<file path="src/rtl/timer_block.sv">
// timer_block: prescaled up-counter with one-shot / periodic modes, halt
// (pause) control and a one-cycle interrupt pulse on each terminal event.
// Driven by level signals from a register block; all outputs are registered.
module timer_block #(
  parameter int PRESCALE = 1
) (
  input  logic        clk,
  input  logic        reset,
  input  logic        rf_trig_start,
  input  logic        rf_trig_halt,
  input  logic        rf_mode,
  input  logic [31:0] rf_termcount,
  output logic        ro_status,
  output logic [31:0] ro_currcount,
  output logic        timer_done,
  output logic        timer_irq
);

  typedef enum logic [1:0] {
    ST_IDLE   = 2'd0,
    ST_RUN    = 2'd1,
    ST_PAUSED = 2'd2,
    ST_DONE   = 2'd3
  } state_t;

  // Last prescaler value before a tick; PRESCALE=1 makes this 0 (tick every cycle).
  localparam logic [15:0] PRESC_LAST = 16'(PRESCALE - 1);

  state_t      state_r;
  logic        start_q_r;
  logic [15:0] presc_r;
  logic        start_edge_s;
  logic        tick_s;

  assign start_edge_s = rf_trig_start & ~start_q_r;
  assign tick_s       = (presc_r == PRESC_LAST);

  // Timer state machine; status/done are updated together with every state change.
  always_ff @(posedge clk) begin
    if (reset) begin
      state_r      <= ST_IDLE;
      start_q_r    <= 1'b0;
      presc_r      <= 16'd0;
      ro_currcount <= 32'd0;
      ro_status    <= 1'b0;
      timer_done   <= 1'b0;
      timer_irq    <= 1'b0;
    end else begin
      start_q_r <= rf_trig_start;
      // The interrupt is a pulse: it only survives one cycle after a terminal event.
      timer_irq <= 1'b0;
      if (start_edge_s && !rf_trig_halt) begin
        // A clean start edge restarts from zero regardless of the current state.
        state_r      <= ST_RUN;
        presc_r      <= 16'd0;
        ro_currcount <= 32'd0;
        ro_status    <= 1'b1;
        timer_done   <= 1'b0;
      end else begin
        case (state_r)
          ST_IDLE: begin
            ro_status  <= 1'b0;
            timer_done <= 1'b0;
          end
          ST_RUN: begin
            if (rf_trig_halt) begin
              // Freeze count and prescaler; resume picks up exactly here.
              state_r   <= ST_PAUSED;
              ro_status <= 1'b0;
            end else if (tick_s) begin
              presc_r <= 16'd0;
              // >= rather than == so a lowered termcount never waits for a 2^32 wrap.
              if (ro_currcount >= rf_termcount) begin
                timer_irq <= 1'b1;
                if (rf_mode) begin
                  ro_currcount <= 32'd0;
                end else begin
                  state_r    <= ST_DONE;
                  ro_status  <= 1'b0;
                  timer_done <= 1'b1;
                end
              end else begin
                ro_currcount <= ro_currcount + 32'd1;
              end
            end else begin
              presc_r <= presc_r + 16'd1;
            end
          end
          ST_PAUSED: begin
            if (!rf_trig_halt) begin
              state_r   <= ST_RUN;
              ro_status <= 1'b1;
            end else begin
              ro_status <= 1'b0;
            end
          end
          ST_DONE: begin
            ro_status  <= 1'b0;
            timer_done <= 1'b1;
          end
          default: begin
            state_r    <= ST_IDLE;
            ro_status  <= 1'b0;
            timer_done <= 1'b0;
          end
        endcase
      end
    end
  end

endmodule

</file>
<file path="config.mk">
export PLATFORM = sky130hd
export DESIGN_NAME = timer_block
export DESIGN_NICKNAME = d
export VERILOG_FILES = /design/src/rtl/timer_block.sv
export SDC_FILE = /design/constraint.sdc
export NUM_CORES = 1
export LEC_CHECK = 0
export BUFFER_PORTS_ARGS = -buffer_cell sky130_fd_sc_hd__clkbuf_2
export CORE_MARGIN = 2
export CORE_UTILIZATION = 52
export DETAILED_ROUTE_END_ITERATION = 16
export GPL_TIMING_DRIVEN = 0
export PLACE_DENSITY = 0.88
export SLEW_MARGIN = 10
export SYNTH_ARGS = -nofsm -noshare
export SYNTH_HDL_FRONTEND = slang
export SYNTH_SLANG_ARGS = --single-unit
</file>
<file path="constraint.sdc">
create_clock -name clk -period 3.7 [get_ports clk]
set_input_delay 0.555 -clock clk [delete_from_list [all_inputs] [get_ports clk]]
set_output_delay 0.555 -clock clk [all_outputs]
set_load 0.1 [all_outputs]
</file>
Word level (Yosys, flattened, before mapping)
Cells that the tools add are included.
{"block": "classes", "addsub": 2, "n_lt_le_gt_ge": 1, "eq_ne": 16, "muxes": 23, "bitwise": 5, "n_reduce_logical": 16}
{"op": "two-way mux 32 bit", "n": 2}
{"op": "adder 32 x 1 -> 32 bit (second input constant)", "n": 1}
{"op": ">= comparator 32 bit", "n": 1}
{"op": "adder 16 x 1 -> 16 bit (second input constant)", "n": 1}
{"op": "zero test 16 bit", "n": 1}
{"op": "two-way mux 16 bit", "n": 1}
{"op": "AND reduction 5 bit", "n": 3}
{"op": "two-way mux 1 bit", "n": 12}
{"op": "inequality test 2 bit (second input constant)", "n": 6}
{"op": "inequality test 3 bit (second input constant)", "n": 4}
{"op": "inequality test 4 bit (second input constant)", "n": 3}
{"op": "two-way mux 2 bit", "n": 5}
{"op": "case mux 1 bit (3 select lines)", "n": 2}
{"op": "nonzero test 3 bit", "n": 2}
{"op": "OR reduction 5 bit", "n": 1}
{"op": "== test 2 bit (second input constant)", "n": 2}
{"op": "inverter 1 bit", "n": 4}
{"op": "case mux 2 bit (2 select lines)", "n": 1}
{"op": "AND reduction 4 bit", "n": 1}
{"op": "OR reduction 2 bit", "n": 2}
{"op": "AND reduction 3 bit", "n": 1}
{"op": "== test 2 x 1 -> 1 bit (second input constant)", "n": 1}
{"op": "zero test 2 bit", "n": 1}
{"op": "AND reduction 2 bit", "n": 1}
{"op": "4 further kinds", "n": 4}
{"block": "word_totals", "reg_bits": 54, "output_inout_bits": 35, "word_cells": 71}

Longest topological paths before layout
Gate-level depths: netlist (run 1).
{"block": "depth", "depth_word": 6, "ltp_mapped": 11, "mapped_depth_nobuf": 9}

Least setup slack after synthesis (run 1)
Ideal clock, no wire load.
{"block": "synth_path", "kind": "register -> register", "start": "reg ro_currcount[10]", "end": "reg ro_status", "setup_time_ps": 116, "arrival_time_ps": 3254, "required_ps": 3584, "path_slack_ps": 330, "stages_incl_launch_ff": 11, "synth_period_minus_slack_ps": 3370, "cell_sequence": "dfxtp_1 ha_1 and4_1 nand2_1 or4_4 a311oi_4 or2_1 buf_6 buf_6 nand2_2 a41o_1"}
{"block": "synth_between", "elab_chain_len": 3}
{"item": "from (decl)", "line": "14", "rtl": "output logic [31:0] ro_currcount,"}
{"item": "from (signal assigned)", "line": "83", "rtl": "ro_currcount <= ro_currcount + 32'd1;"}
{"item": ">= comparator 32 bit", "line": "73", "rtl": "if (ro_currcount >= rf_termcount) begin"}
{"item": "inequality test 4 bit (no line)"}
{"item": "AND reduction 3 bit (no line)"}
{"item": "to (signal assigned)", "line": "69", "rtl": "ro_status <= 1'b0;"}
{"item": "to (signal assigned)", "line": "79", "rtl": "ro_status <= 1'b0;"}
{"item": "to (signal assigned)", "line": "92", "rtl": "ro_status <= 1'b1;"}
{"item": "to (decl)", "line": "13", "rtl": "output logic ro_status,"}
No other way between the ends.
A chain may end at the register's enable or synchronous reset.

Worst setup path after layout (run 1)
{"block": "layout_path", "start": "reg ro_currcount[23]", "end": "reg ro_currcount[21]"}
{"block": "layout_between", "elab_chain_len": 3, "elab_cells_between_ends": 4}
{"item": ">= comparator 32 bit *", "line": "73"}
{"item": "inequality test 2 bit (no line)"}
{"item": "AND reduction 4 bit (no line)"}
Every way passes the cells marked *; elsewhere a longest branch is shown, timed or not.

==> results of run 1 <==
-- through the flow --
| stage | instances | cell area, um2 | power [mW] |
|---|---|---|---|
| 6_report | 604 | 4150 | 1.16 |
| 5_1_grt | 604 | 4150 | 1.19 |
| 4_1_cts | 604 | 4150 | 1.16 |
| 3_5_place_dp | 596 | 4010 | 0.683 |
| 3_3_place_gp | 596 | 4010 | 0.680 |
| 2_1_floorplan | 446 | 3560 | 0.649 |
-- kinds of logic (layout without fill, tap and decap cells) --
| logic type | Yosys count | after routing | share of synthesized area, % |
|---|---|---|---|
| and+or+nand+nor | 194 | 194 | 29.6 |
| AOI/OAI and AO/OA | 82 | 82 | 15.4 |
| buffers and inverters | 58 | 136 | 6.61 |
| DFF | 54 | 54 | 30.4 |
| adders and majority gates | 35 | 35 | 12.3 |
| xor gates and xnor gates | 23 | 23 | 5.66 |
-- cell usage after synthesis (9+ instances only) --
| master | count | area, um2 |
|---|---|---|
| nor3_1 | 23 | 115 |
| ha_1 | 35 | 438 |
| nand2_1 | 28 | 105 |
| nor4_1 | 11 | 68.8 |
| xnor2_1 | 20 | 175 |
| nand4_1 | 26 | 163 |
| and4_1 | 9 | 78.8 |
| and3_1 | 11 | 68.8 |
| nand3_1 | 15 | 75.1 |
| inv_1 | 42 | 158 |
| o21ai_0 | 17 | 85.1 |
| clkbuf_1 | 12 | 45.0 |
| nor2_1 | 42 | 158 |
| a21oi_1 | 30 | 150 |
| dfxtp_1 | 54 | 1080 |
-- flip-flops by register name (all words and copies together) (netlist names) --
register	flops
timer_done	1
ro_status	1
state_r	2
start_q_r	1
presc_r	16
timer_irq	1
ro_currcount	32
-- power by group --
part	internal, mW	switching, mW
Sequential	0.583	0.00178
Combinational	0.0343	0.0516
Clock	0.289	0.202
Total	0.906	0.256
-- worst reg2reg max path: cells and delay by family, from the launching register on --
kind                       cells  cell delay, ns
AOI/OAI and AO/OA              6            1.52
adders and majority gates      1            0.31
DFF                            1            0.46
and+or+nand+nor                1            0.85
-- area by class of cell --
cell class | instances | area, um2 | area share [%]
clock buffers | 6 | 82.6 | 1.99
clock inverters | 2 | 60.1 | 1.45
plain buffers | 16 | 77.6 | 1.87
well taps | 80 | 100 | 2.41
flip-flops and latches | 54 | 1080 | 26.0
repair buffers | 70 | 350 | 8.44
inverters | 42 | 158 | 3.80
multi-input cells | 334 | 2240 | 54.0
-- routing by layer --
layer  track usage (%)  vias to the layer above
met5                 0                        -
li1                  -                     1783
met1              31.2                     1679
met2              39.4                      142
met4              8.38                        0
met3              3.14                       21
-- worst min-delay path by stage --
| stage | start | end | slack (ns) |
|---|---|---|---|
| 2_1_floorplan | presc_r[7]$_SDFFE_PP0P_ | presc_r[7]$_SDFFE_PP0P_ | 0.46 |
| 4_1_cts | reset | start_q_r$_SDFF_PP0_ | 0.47 |
| 6_report | reset | start_q_r$_SDFF_PP0_ | 0.47 |
| 3_5_place_dp | presc_r[8]$_SDFFE_PP0P_ | presc_r[8]$_SDFFE_PP0P_ | 0.48 |
| 3_3_place_gp | presc_r[7]$_SDFFE_PP0P_ | presc_r[7]$_SDFFE_PP0P_ | 0.48 |
| 5_1_grt | reset | start_q_r$_SDFF_PP0_ | 0.49 |
==> reports/results.tsv, run 1 <==
metric	value	unit
TritonCTS clock tree	yes	
yosys warns	0	
clock root buffer	clkbuf_8	
Die Y	86.7	um
Levels on crit path	8	
# H-tree levels	2	
Hold WC Path Type	primary input to flip-flop	
CTS Buf Count	5	
CP delay by family, top	compound AO/OA/AOI/OAI gates	
wire length on met1	3.94	mm
f_max	307	MHz
total wire length	8.92	mm
synthesized area per cell	7.98	um2
chip width	86.7	um
vias in the first global route	3224	
FF-to-FF End	ro_currcount[21]$_SDFFE_PP0P_	
Final ANT Viol Nets	0	
post-synthesis sequential area ratio	30.4	%
worst skew pair latency	0.32	ns
VDD IR max	146	uV
Setup Slack @ Placement	0.338	ns
WHS Path Cells	2	
slowest stage cell, crit path	nor4b_2	
MaxCap Viol Count	0	
hold slack	0.472	ns
critical path launch point type	flip-flop	
leading cell type in the layout, fill and taps excluded	clkbuf_2	
DR vias	3625	
CP max stage delay	0.85	ns
largest net degree at the start of global routing	17	
most used cell, CP	a21oi_1	
cells along the critical path	ha_1 > a21oi_1 > o21ai_0 > a221oi_1 > a31oi_1 > nor4b_2 > a41o_1 > a21oi_1	
Max Root-Sink Buffers	2	
post-cts sizing count	0	
area delta synth->final	16.7	%
# DRC	0	
Worst Tran Pin Value	0.904	ns
Synth async-reset ratio	0	%
RR Startpoint	ro_currcount[23]$_SDFFE_PP0P_	
Crit. Startpoint	ro_currcount[23]$_SDFFE_PP0P_	
Clock Sinks	54	
Slew Limit Fails	0	
core footprint	0.00672	mm2
Final setup viols	0	
critical path class	flip-flop to flip-flop	
hold_buf cts	0	
grt ovf	0	
pwr dens	280	mW/mm2
Leakage Power	1.79	nW
final hold vios	0	
worst path required time	3.90	ns
Util after Layout	61.8	%
Mapped Cells	446	
Initial Utilization	53.0	%
Main synth FF type	dfxtp_1	
outcome	finished, final reports clean	
detailed placement HPWL	6.75	mm
metal3 WL	650	um
Slew HR	39.3	%
r2r setup slk	0.44	ns
max layer used	met4	
initial antenna violation count	0	
crit path capture	ro_currcount[21]$_SDFFE_PP0P_	
share of cells above drive strength 1	18.7	%
Critical Path AT	3.45	ns
Tcrit/Tclk final	88.0	%
final worst path period need	3.26	ns
Yosys cell types	54	
Synth Register Bits	54	
Pre-Repair DR Iteration Count	5	
number of setup buffers added after CTS	0	
Fillers	591	
Layout Skew	0.0161	ns
GR Util All Layers	23.6	%
global placer's final weighted congestion	0.849	
wire length per cell	14.8	um
most frequent cells in the layout	clkbuf_2, dfxtp_1, inv_1, nor2_1, ha_1	
TNS Setup	0	ns
Mapped Area	0.00356	mm2
Antenna Cells	0	
Worst-path clk slew	0.10	ns
RSZ-0062 raised after global routing	no	
synthesized net count	518	
Nets	595	
Site Rows	30	
number of port buffers	70	
Post-synth EDFFs	0	
R2R cell count	8	
first-pass GRT wire length	14.5	mm
routed vias/inst	6.00	
final critical-path setup slack	0.445	ns
CP endpoint kind	flip-flop	
Iter 0 DRT Violations	291	
die area	0.00752	mm2
I/O Pins	72	
WL met2	4.20	mm
Worst Path Buf+Inv	0	
largest fanout on the critical path	10	
Power figures use the tool's default switching activity.
==> run 2, diff against run 1 <==
Settings changed: BUFFER_PORTS_ARGS -buffer_cell sky130_fd_sc_hd__clkbuf_2 to unset, DONT_BUFFER_PORTS set to 1, PLACE_DENSITY 0.88 to 0.65.
==> reports/results.tsv, run 2 (synthesized netlist as in run 1, its figures left out) <==
metric	value	unit	change
outcome	finished, final reports clean		
vias in the first global route	2941		-8.8%
VDD IR max	117	uV	-20%
Area after DPL	0.00366	mm2	-8.7%
Tcrit/Tclk final	94.8	%	+6.8 points
Worst-path clk slew	0.10	ns	about the same
Critical Path AT	3.73	ns	+0.28 ns
Antenna Cells	0		unchanged
Nets	525		-12%
Slew Limit Fails	0		unchanged
clock root buffer	clkbuf_8		
Clock power frac	38.4	%	-3.9 points
TNS Setup	0	ns	unchanged
WHS Path Cells	1		-1
DR vias	3335		-8.0%
die area	0.00752	mm2	unchanged
first-pass GRT wire length	14.3	mm	-1.5%
biggest regs	ro_currcount: 32 flops, presc_r: 16 flops, state_r: 2 flops		
final hold vios	0		unchanged
# H-tree levels	2		unchanged
Leakage Power	1.48	nW	-17%
FF-to-FF End	ro_status$_SDFFE_PP0P_		
Slew HR	25.1	%	-14 points
number of setup buffers added after CTS	0		unchanged
f_max	285	MHz	-7.1%
r2r setup slk	0.19	ns	-0.25 ns
Sw Share	23.7	%	+1.7 points
Layout Skew	0.00729	ns	-0.00884 ns
Final setup viols	0		unchanged
Clock Sinks	54		unchanged
Site Rows	30		unchanged
R2R cell count	9		+1
most frequent cells in the layout	inv_1, nor2_1, ha_1		
hold_buf cts	0		unchanged
WHS Endpoint	start_q_r$_SDFF_PP0_		
Biggest register	ro_currcount		
Pre-Repair DR Iteration Count	6		+1
Final ANT Viol Nets	0		unchanged
final worst path period need	3.51	ns	+0.250 ns
Worst Tran Pin Value	1.12	ns	+0.218 ns
wire length per cell	16.6	um	+12%
total wire length	8.86	mm	-0.69%
RSZ-0062 raised after global routing	no		
area occupied by multi-input gates	0.00226	mm2	+0.67%
Iter 0 DRT Violations	226		-22%
largest net degree at the start of global routing	17		unchanged
# DRC	0		unchanged
number of port buffers	0		-100%
RR Startpoint	ro_currcount[7]$_SDFFE_PP0P_		
number of flip-flops in the largest register	32		unchanged
critical path launch point type	flip-flop		
CTS Buf Count	5		unchanged
Max Root-Sink Buffers	2		unchanged
GR Util All Layers	24.0	%	+0.47 points
Power Internal	804	uW	-11%
share of cells above drive strength 1	12.8	%	-5.9 points
fin area	0.00383	mm2	-7.8%
CP endpoint kind	flip-flop		
hold slack	0.289	ns	-0.183 ns
TritonCTS clock tree	yes		
core footprint	0.00672	mm2	unchanged
Fillers	646		+9.3%
Hold WC Path Type	primary input to flip-flop		
area delta synth->final	7.52	%	
routed vias/inst	6.25		+4.1%
P_sw	250	uW	-2.1%
Gate power share	5.8	%	-1.6 points
global placer's final weighted congestion	0.870		+2.5%
detailed placement HPWL	6.64	mm	-1.6%
worst skew pair latency	0.32	ns	about the same
largest fanout on the critical path	10		unchanged
initial antenna violation count	0		unchanged
pwr dens	276	mW/mm2	-1.4%
Die Y	86.7	um	unchanged
MaxCap Viol Count	0		unchanged
Register Area	0.00112	mm2	+3.9%
critical path class	flip-flop to flip-flop		
Hold Crit Start	reset		
grt ovf	0		unchanged
worst path required time	3.92	ns	+0.02 ns
I/O Pins	72		unchanged
total power	1.05	mW	-9.2%
Initial Utilization	53.0	%	unchanged
chip width	86.7	um	unchanged
Util after Layout	57.0	%	-4.8 points
Reg power frac	55.7	%	+5.4 points
[run 2: worst max-delay path by stage]
stage / start / endpoint / cells past startpoint
global placement: ro_currcount[23]$_SDFFE_PP0P_ / ro_currcount[21]$_SDFFE_PP0P_ / 8
floorplan: ro_currcount[10]$_SDFFE_PP0P_ / ro_status$_SDFFE_PP0P_ / 10
detailed placement: ro_currcount[23]$_SDFFE_PP0P_ / ro_currcount[21]$_SDFFE_PP0P_ / 8
global route: ro_currcount[30]$_SDFFE_PP0P_ / ro_currcount[24]$_SDFFE_PP0P_ / 10
finish: ro_currcount[7]$_SDFFE_PP0P_ / ro_status$_SDFFE_PP0P_ / 9
CTS: ro_currcount[9]$_SDFFE_PP0P_ / ro_status$_SDFFE_PP0P_ / 10
[run 2: power groups by stage]
stage	Sequential [mW]	Clock, mW	Combinational [mW]
finish	0.588	0.405	0.0617
global route	0.588	0.436	0.0715
CTS	0.589	0.409	0.0623
detailed placement	0.603	0	0.0620
global placement	0.603	0	0.0596
floorplan	0.603	0	0.0469
[run 2: final cells by class]
cell class                 count  share of cell area, %
multi-input combinational    334                   59.0
clock inverter                 2                  0.981
buffer                        16                   2.03
tap                           80                   2.62
inverter                      42                   4.12
clock buffer                   6                   1.90
sequential                    54                   29.4
[run 2: critical path: stages, from the launching register on]
cell and delay (ns):
dfxtp_1 1.08, ha_1 0.26, nand2_1 0.06, or4_4 0.55
a311oi_4 0.62, or2_1 0.21, buf_6 0.15, buf_6 0.16
nand2_2 0.08, a41o_1 0.23
[run 2: routing by layer]
layer | up-vias | global-route usage [%] | part of all wire, %
met4 | 0 | 7.53 | 1.9
met5 | - | 0 | 0
li1 | 1642 | - | -
met2 | 142 | 35.2 | 43
met1 | 1531 | 34.8 | 48
met3 | 20 | 5.71 | 7.0
[run 2: repair_timing]
item | 4_1_cts | 5_1_grt
endpoints found under the hold margin | 0 | 0
gates resized for setup | 20 | 14
setup endpoints to repair | 29 | 30
[run 2: through the flow]
step / cells / setup slack (ns)
floorplan: 446 / 0.330
global placement: 526 / -0.313
detailed placement: 526 / -0.361
CTS: 534 / 0.0180
global route: 534 / 0.00805
finish: 534 / 0.194
